===== src/rtl/reg_scoreboard.sv =====
// Issue-side RAW/WAW hazard scoreboard: per-register in-flight write counters,
// decode/execute handshake gating, writeback countdown and hazard-stall perf counter.
module reg_scoreboard #(
    parameter int CNT_W  = 2,
    parameter int PERF_W = 32
) (
    input  logic              clk,
    input  logic              rst,
    input  logic              flush,
    input  logic              prev_stalled,
    input  logic              next_stalled,
    output logic              stall_prev,
    output logic              stall_next,
    input  logic [4:0]        issue_rs1,
    input  logic [4:0]        issue_rs2,
    input  logic              issue_uses_rs1,
    input  logic              issue_uses_rs2,
    input  logic [4:0]        issue_rd,
    input  logic              issue_is_reg_write,
    input  logic              wb_valid,
    input  logic [4:0]        wb_rd,
    output logic [31:0]       busy_mask,
    output logic [PERF_W-1:0] hazard_stall_cycles,
    output logic              underflow_err
);

    localparam logic [CNT_W-1:0]  CNT_ZERO = {CNT_W{1'b0}};
    localparam logic [CNT_W-1:0]  CNT_MAX  = {CNT_W{1'b1}};
    localparam logic [CNT_W-1:0]  CNT_ONE  = CNT_W'(1'b1);
    localparam logic [PERF_W-1:0] PERF_MAX = {PERF_W{1'b1}};
    localparam logic [PERF_W-1:0] PERF_ONE = PERF_W'(1'b1);

    logic [CNT_W-1:0]  cnt_r [0:31];
    logic [CNT_W-1:0]  cnt_next_s [0:31];
    logic [31:0]       busy_r;
    logic [31:0]       busy_next_s;
    logic [31:0]       inc_s;
    logic [31:0]       dec_s;
    logic [PERF_W-1:0] perf_r;
    logic              underflow_r;
    logic              raw_s;
    logic              full_s;
    logic              hazard_s;
    logic              fire_s;
    logic              wb_underflow_s;

    // Hazard detection on current counters and handshake outputs; no writeback bypass.
    always_comb begin
        raw_s          = (issue_uses_rs1 && (cnt_r[issue_rs1] != CNT_ZERO)) ||
                         (issue_uses_rs2 && (cnt_r[issue_rs2] != CNT_ZERO));
        full_s         = issue_is_reg_write && (issue_rd != 5'd0) &&
                         (cnt_r[issue_rd] == CNT_MAX);
        hazard_s       = !prev_stalled && (raw_s || full_s);
        fire_s         = !rst && !flush && !prev_stalled && !next_stalled && !hazard_s;
        stall_prev     = rst || next_stalled || hazard_s;
        stall_next     = rst || prev_stalled || hazard_s;
        wb_underflow_s = wb_valid && (wb_rd != 5'd0) && (cnt_r[wb_rd] == CNT_ZERO) && !flush;
    end

    // Next counter values; x0 stays zero and flush wipes everything.
    always_comb begin
        inc_s       = 32'h0;
        dec_s       = 32'h0;
        busy_next_s = 32'h0;
        for (int r = 0; r < 32; r++) begin
            inc_s[r] = fire_s && issue_is_reg_write && (issue_rd == 5'(r)) && (r != 0);
            dec_s[r] = wb_valid && (wb_rd == 5'(r)) && (r != 0) && (cnt_r[r] != CNT_ZERO);
            if (flush || (r == 0)) begin
                cnt_next_s[r] = CNT_ZERO;
            end else if (inc_s[r] && !dec_s[r]) begin
                cnt_next_s[r] = cnt_r[r] + CNT_ONE;
            end else if (dec_s[r] && !inc_s[r]) begin
                cnt_next_s[r] = cnt_r[r] - CNT_ONE;
            end else begin
                cnt_next_s[r] = cnt_r[r];
            end
            busy_next_s[r] = (cnt_next_s[r] != CNT_ZERO);
        end
    end

    // State registers: counters, busy view, perf counter and sticky underflow.
    always_ff @(posedge clk) begin
        if (rst) begin
            for (int r = 0; r < 32; r++) begin
                cnt_r[r] <= CNT_ZERO;
            end
            busy_r      <= 32'h0;
            perf_r      <= {PERF_W{1'b0}};
            underflow_r <= 1'b0;
        end else begin
            for (int r = 0; r < 32; r++) begin
                cnt_r[r] <= cnt_next_s[r];
            end
            busy_r <= busy_next_s;
            if (hazard_s && !flush && (perf_r != PERF_MAX)) begin
                perf_r <= perf_r + PERF_ONE;
            end
            if (wb_underflow_s) begin
                underflow_r <= 1'b1;
            end
        end
    end

    assign busy_mask           = busy_r;
    assign hazard_stall_cycles = perf_r;
    assign underflow_err       = underflow_r;

endmodule


===== config.mk =====
export PLATFORM = sky130hd
export DESIGN_NAME = reg_scoreboard
export DESIGN_NICKNAME = d
export VERILOG_FILES = /design/src/rtl/reg_scoreboard.sv
export SDC_FILE = /design/constraint.sdc
export NUM_CORES = 1
export LEC_CHECK = 0
export CAP_MARGIN = 10
export CELL_PAD_IN_SITES_DETAIL_PLACEMENT = 2
export CELL_PAD_IN_SITES_GLOBAL_PLACEMENT = 2
export CORE_UTILIZATION = 35
export CTS_CLUSTER_SIZE = 12
export DETAILED_ROUTE_END_ITERATION = 7
export PLACE_DENSITY = 0.82
export SLEW_MARGIN = 0
export SYNTH_ARGS = -nofsm -noshare
export SYNTH_HDL_FRONTEND = slang
export SYNTH_SLANG_ARGS = --single-unit

===== constraint.sdc =====
create_clock -name clk -period 4.64 [get_ports clk]
set_clock_uncertainty 0.15 [all_clocks]
set_input_delay 0.928 -clock clk [delete_from_list [all_inputs] [get_ports clk]]
set_output_delay 0.928 -clock clk [all_outputs]
set_load 0.005 [all_outputs]

==> results.py <==
metrics = {
    "setup_path": {
        "startpoint_type": "input port",
        "reg2reg_slack_ns": 0.45,
        "crit_fanout": 13,
        "path_cells": "clkdlybuf4s50_1, buf_12, inv_1, nand2_1, a311oi_1, nor4_4, buf_4, a21oi_4, nor4_4, buf_4, inv_1, clkdlybuf4s50_1",
        "r2r-start": "cnt_r[10][0]$_SDFF_PP0_",
        "crit_path_end": "stall_next",
        "cp.arrival_ns": 3.63,
        "cp_top_family": "buffers and inverters",
        "r2r_end": "busy_mask[18]$_SDFF_PP0_",
        "setup.worst_path.start": "issue_rd[2]",
        "worst-path-stages": 12,
        "rr_worst_depth": 12,
        "worst-path-buf-inv": 7,
        "slowest_stage": "a311oi_1",
        "worstPathRequired_ns": 3.56,
        "cp-end-kind": "primary output",
        "critPathMaxStageDelay_ns": 0.56,
        "critical_path_class": "input port to primary output",
    },
    "layout": {
        "drive_gt1_frac": 0.165,
        "syn2layout_area_growth_pct": 28.7,
        "final_util": 0.465,
        "num-nets-final": 1340,
    },
    "floorplanning": {
        "die_w_um": 164,
        "coreArea_um2": 25500,
        "dieArea_um2": 26900,
        "ios": 96,
        "initial_core_util": 0.361,
        "rows": 58,
        "die_h_um": 164,
    },
    "logic_synthesis": {
        "syn-cell-area_um2": 9190,
        "synthFlopType": "dfxtp_1",
        "synth_cells": 1148,
        "synth_top_family_by_area": "simple AND/OR/NAND/NOR gates",
        "synth_edf_count": 0,
        "synthDistinctLibCells": 71,
        "synth_fa_ha_area_frac": 0.0435,
        "synth_xor_area_frac": 0.0162,
        "synthSimpleGateAreaFrac": 0.276,
        "ys.warnings.count": 0,
        "synth_async_sr_flop_share": 0,
        "synthMuxAreaShare": 0.119,
        "synth-compound-area-share": 0.207,
        "postSynthAreaPerCell_um2": 8.01,
        "seq_area_frac_synth": 0.274,
        "ys_ff_latch": 126,
        "synth_fp_nets": 1209,
    },
    "global_routing": {
        "antenna_found_initial": 1,
        "grt_pass1_wl_um": 68100,
        "gr-total-overflow": 0,
        "grt_pass1_vias": 11400,
        "grt_usage": 0.334,
        "grt_max_degree": 48,
    },
    "routing": {
        "viasPerCell": 6.88,
        "wirelength_um": 49200,
        "first_pass_iters": 5,
        "detailedRoute.firstIterationViolations": 1279,
        "postRouteAntennaNets": 0,
        "dr_total_vias": 11200,
        "drc": 0,
        "wire_per_inst_um": 30.3,
    },
    "run_status": {
        "violations": "negative setup slack",
        "status": "finished, violations left",
    },
    "timing": {
        "fin_ws_ns": -0.0723,
        "setup_violations": 1,
        "finalHoldViolCount": 0,
        "worst_slew_pin_slew_ns": 0.820,
        "period_share": 1.02,
        "maxSlewViolCount": 0,
        "min_period_ns": 4.71,
        "rsz0062_at_grt": "true",
        "relSlewSlack": 0.453,
        "timing.fmax_mhz": 212,
    },
    "clock_network": {
        "clkLatencyLatePin_ns": 0.46,
        "cts_made_buffers": 17,
        "cts_tree": "built",
        "clk_pin_slew_ns": 0.07,
        "cts.sinks": 126,
        "cts-htree-levels": 4,
        "hold_buffers": 0,
        "cts-root-buf": "clkbuf_16",
        "clock_path_buffers": 2,
    },
    "power": {
        "power.density_nw_per_um2": 249,
        "p_leak_nw": 3.77,
        "ir_drop_uv": 257,
    },
    "placement": {
        "routabilityCongestion": 0.973,
        "portBuffers": 94,
        "dp_hpwl_um": 30300,
        "place_ws_ns": -0.306,
    },
    "worst_hold_path": {
        "min_path_type": "flip-flop to flip-flop",
    },
    "job": {
        "cap_viol_max_count": 0,
    },
}
[synth_stat cells (4+ instances only)]
library cell  count  area, um^2
o31ai_1          22         165
nand4b_1         18         158
a31o_2           14         123
a21oi_1          55         275
and3_1           16         100
xnor2_1           5        43.8
xor2_1           12         105
a211o_1           4        35.0
a311o_1           5        50.1
clkbuf_1         39         146
a221oi_1         17         149
mux2_2           29         327
or3_1            42         263
o2111ai_1         4        35.0
o21ai_0          41         205
nor4_1           14        87.6
a21boi_0          5        37.5
and2_1           13        81.3
o22ai_1           4        25.0
o21ai_1           5        25.0
dfxtp_1         126        2520
o311ai_0         19         166
o211ai_1         17         128
mux4_2           17         383
nand3_1          54         270
mux2i_1          36         360
nand4_1          43         269
or4_1            11        82.6
o31a_1            5        43.8
nor2b_1          15        93.8
inv_1            79         297
a311oi_1          5        43.8
nor3_1           48         240
nor2_1           81         304
a31oi_1          25         156
buf_2            17        85.1
ha_1             32         400
nand2b_1          7        43.8
nor3b_1           9        67.6
nand2_1          83         312
or2_2             5        31.3
and4_1            6        52.6
[per-layer routing]
metal	GRT usage	wire [um]	vias to the layer above
li1	-	-	4618
met2	0.551	23000	704
met4	0.184	2870	0
met1	0.403	18900	5624
met5	0	0	-
met3	0.0722	4500	226
[timing repair]
action,in CTS,in global routing
setup buffers,4,5
cloned,1,2
gates resized for setup,16,32
setup endpoints to repair,2,2
pin swaps,5,14
[logic make-up after synthesis]
group / Yosys count
compound gates: 271
mux: 83
flops: 126
buf+inv: 145
simple gates: 473
other cells: 1
fa+ha+maj: 32
xor+xnor: 17
[worst min path at each step]
stage / endpoint / cells past startpoint / start / slack (ns)
after floorplan: busy_mask[26]$_SDFF_PP0_ / 1 / cnt_r[26][0]$_SDFF_PP0_ / 0.28
after global placement: busy_mask[26]$_SDFF_PP0_ / 1 / cnt_r[26][0]$_SDFF_PP0_ / 0.30
after detailed placement: busy_mask[26]$_SDFF_PP0_ / 1 / cnt_r[26][0]$_SDFF_PP0_ / 0.32
after CTS: busy_mask[26]$_SDFF_PP0_ / 1 / cnt_r[26][0]$_SDFF_PP0_ / 0.33
after global routing: busy_mask[26]$_SDFF_PP0_ / 1 / cnt_r[26][0]$_SDFF_PP0_ / 0.35
final: busy_mask[26]$_SDFF_PP0_ / 1 / cnt_r[26][0]$_SDFF_PP0_ / 0.32
[placed cells by master (no fill, tap or decap), types with 13 or more instances in the layout]
cell type / netlist / final
inv_1: 79 / 79
nor4_1: 14 / 13
dfxtp_1: 126 / 126
buf_4: 2 / 70
a21oi_1: 55 / 53
and3_1: 16 / 16
clkbuf_16: 0 / 17
nand4_1: 43 / 43
a31oi_1: 25 / 24
nand4b_1: 18 / 18
or3_1: 42 / 41
a31o_2: 14 / 14
ha_1: 32 / 32
mux2i_1: 36 / 35
nor2_1: 81 / 80
nor3_1: 48 / 46
o31ai_1: 22 / 21
o311ai_0: 19 / 16
o21ai_0: 41 / 40
a221oi_1: 17 / 17
and2_1: 13 / 13
mux4_2: 17 / 17
clkdlybuf4s50_1: 0 / 84
nand2_1: 83 / 83
o211ai_1: 17 / 17
nand3_1: 54 / 53
mux2_2: 29 / 28
nor2b_1: 15 / 14
[final cells by class]
cell class              instances  area, um^2
diodes                          1        2.50
clock buffers                  17         425
clock inverters                15         199
fillers                      2788       13600
inverters                      80         300
multi-input cells             877        6250
flip-flops and latches        126        2520
well taps                     330         413
repair buffers                177        1720
[sequential cells by signal, summed over array words and instances, names as in the netlist]
register / cells
cnt_r: 62
hazard_stall_cycles: 32
busy_mask: 31
underflow_err: 1
[metrics by stage]
step	std cells	instance area, um^2	power [W]	hold slack [ns]	setup TNS, ns
floorplan	1148	9190	0.00125	0.275	0
global placement	1578	10900	0.00140	0.298	-0.283
detailed placement	1578	10900	0.00141	0.325	-0.718
CTS	1615	11700	0.00291	0.325	0
global route	1623	11800	0.00299	0.350	-0.100
finish	1623	11800	0.00294	0.322	-0.0723
[where the power goes]
group          leakage [nW]  total (W)  switching [W]  internal, W
sequential             1.01    0.00108     0.00000166      0.00108
clock                 0.303    0.00150       0.000638     0.000864
combinational          2.45   0.000356       0.000234     0.000122
Power figures use the tool's default switching activity.
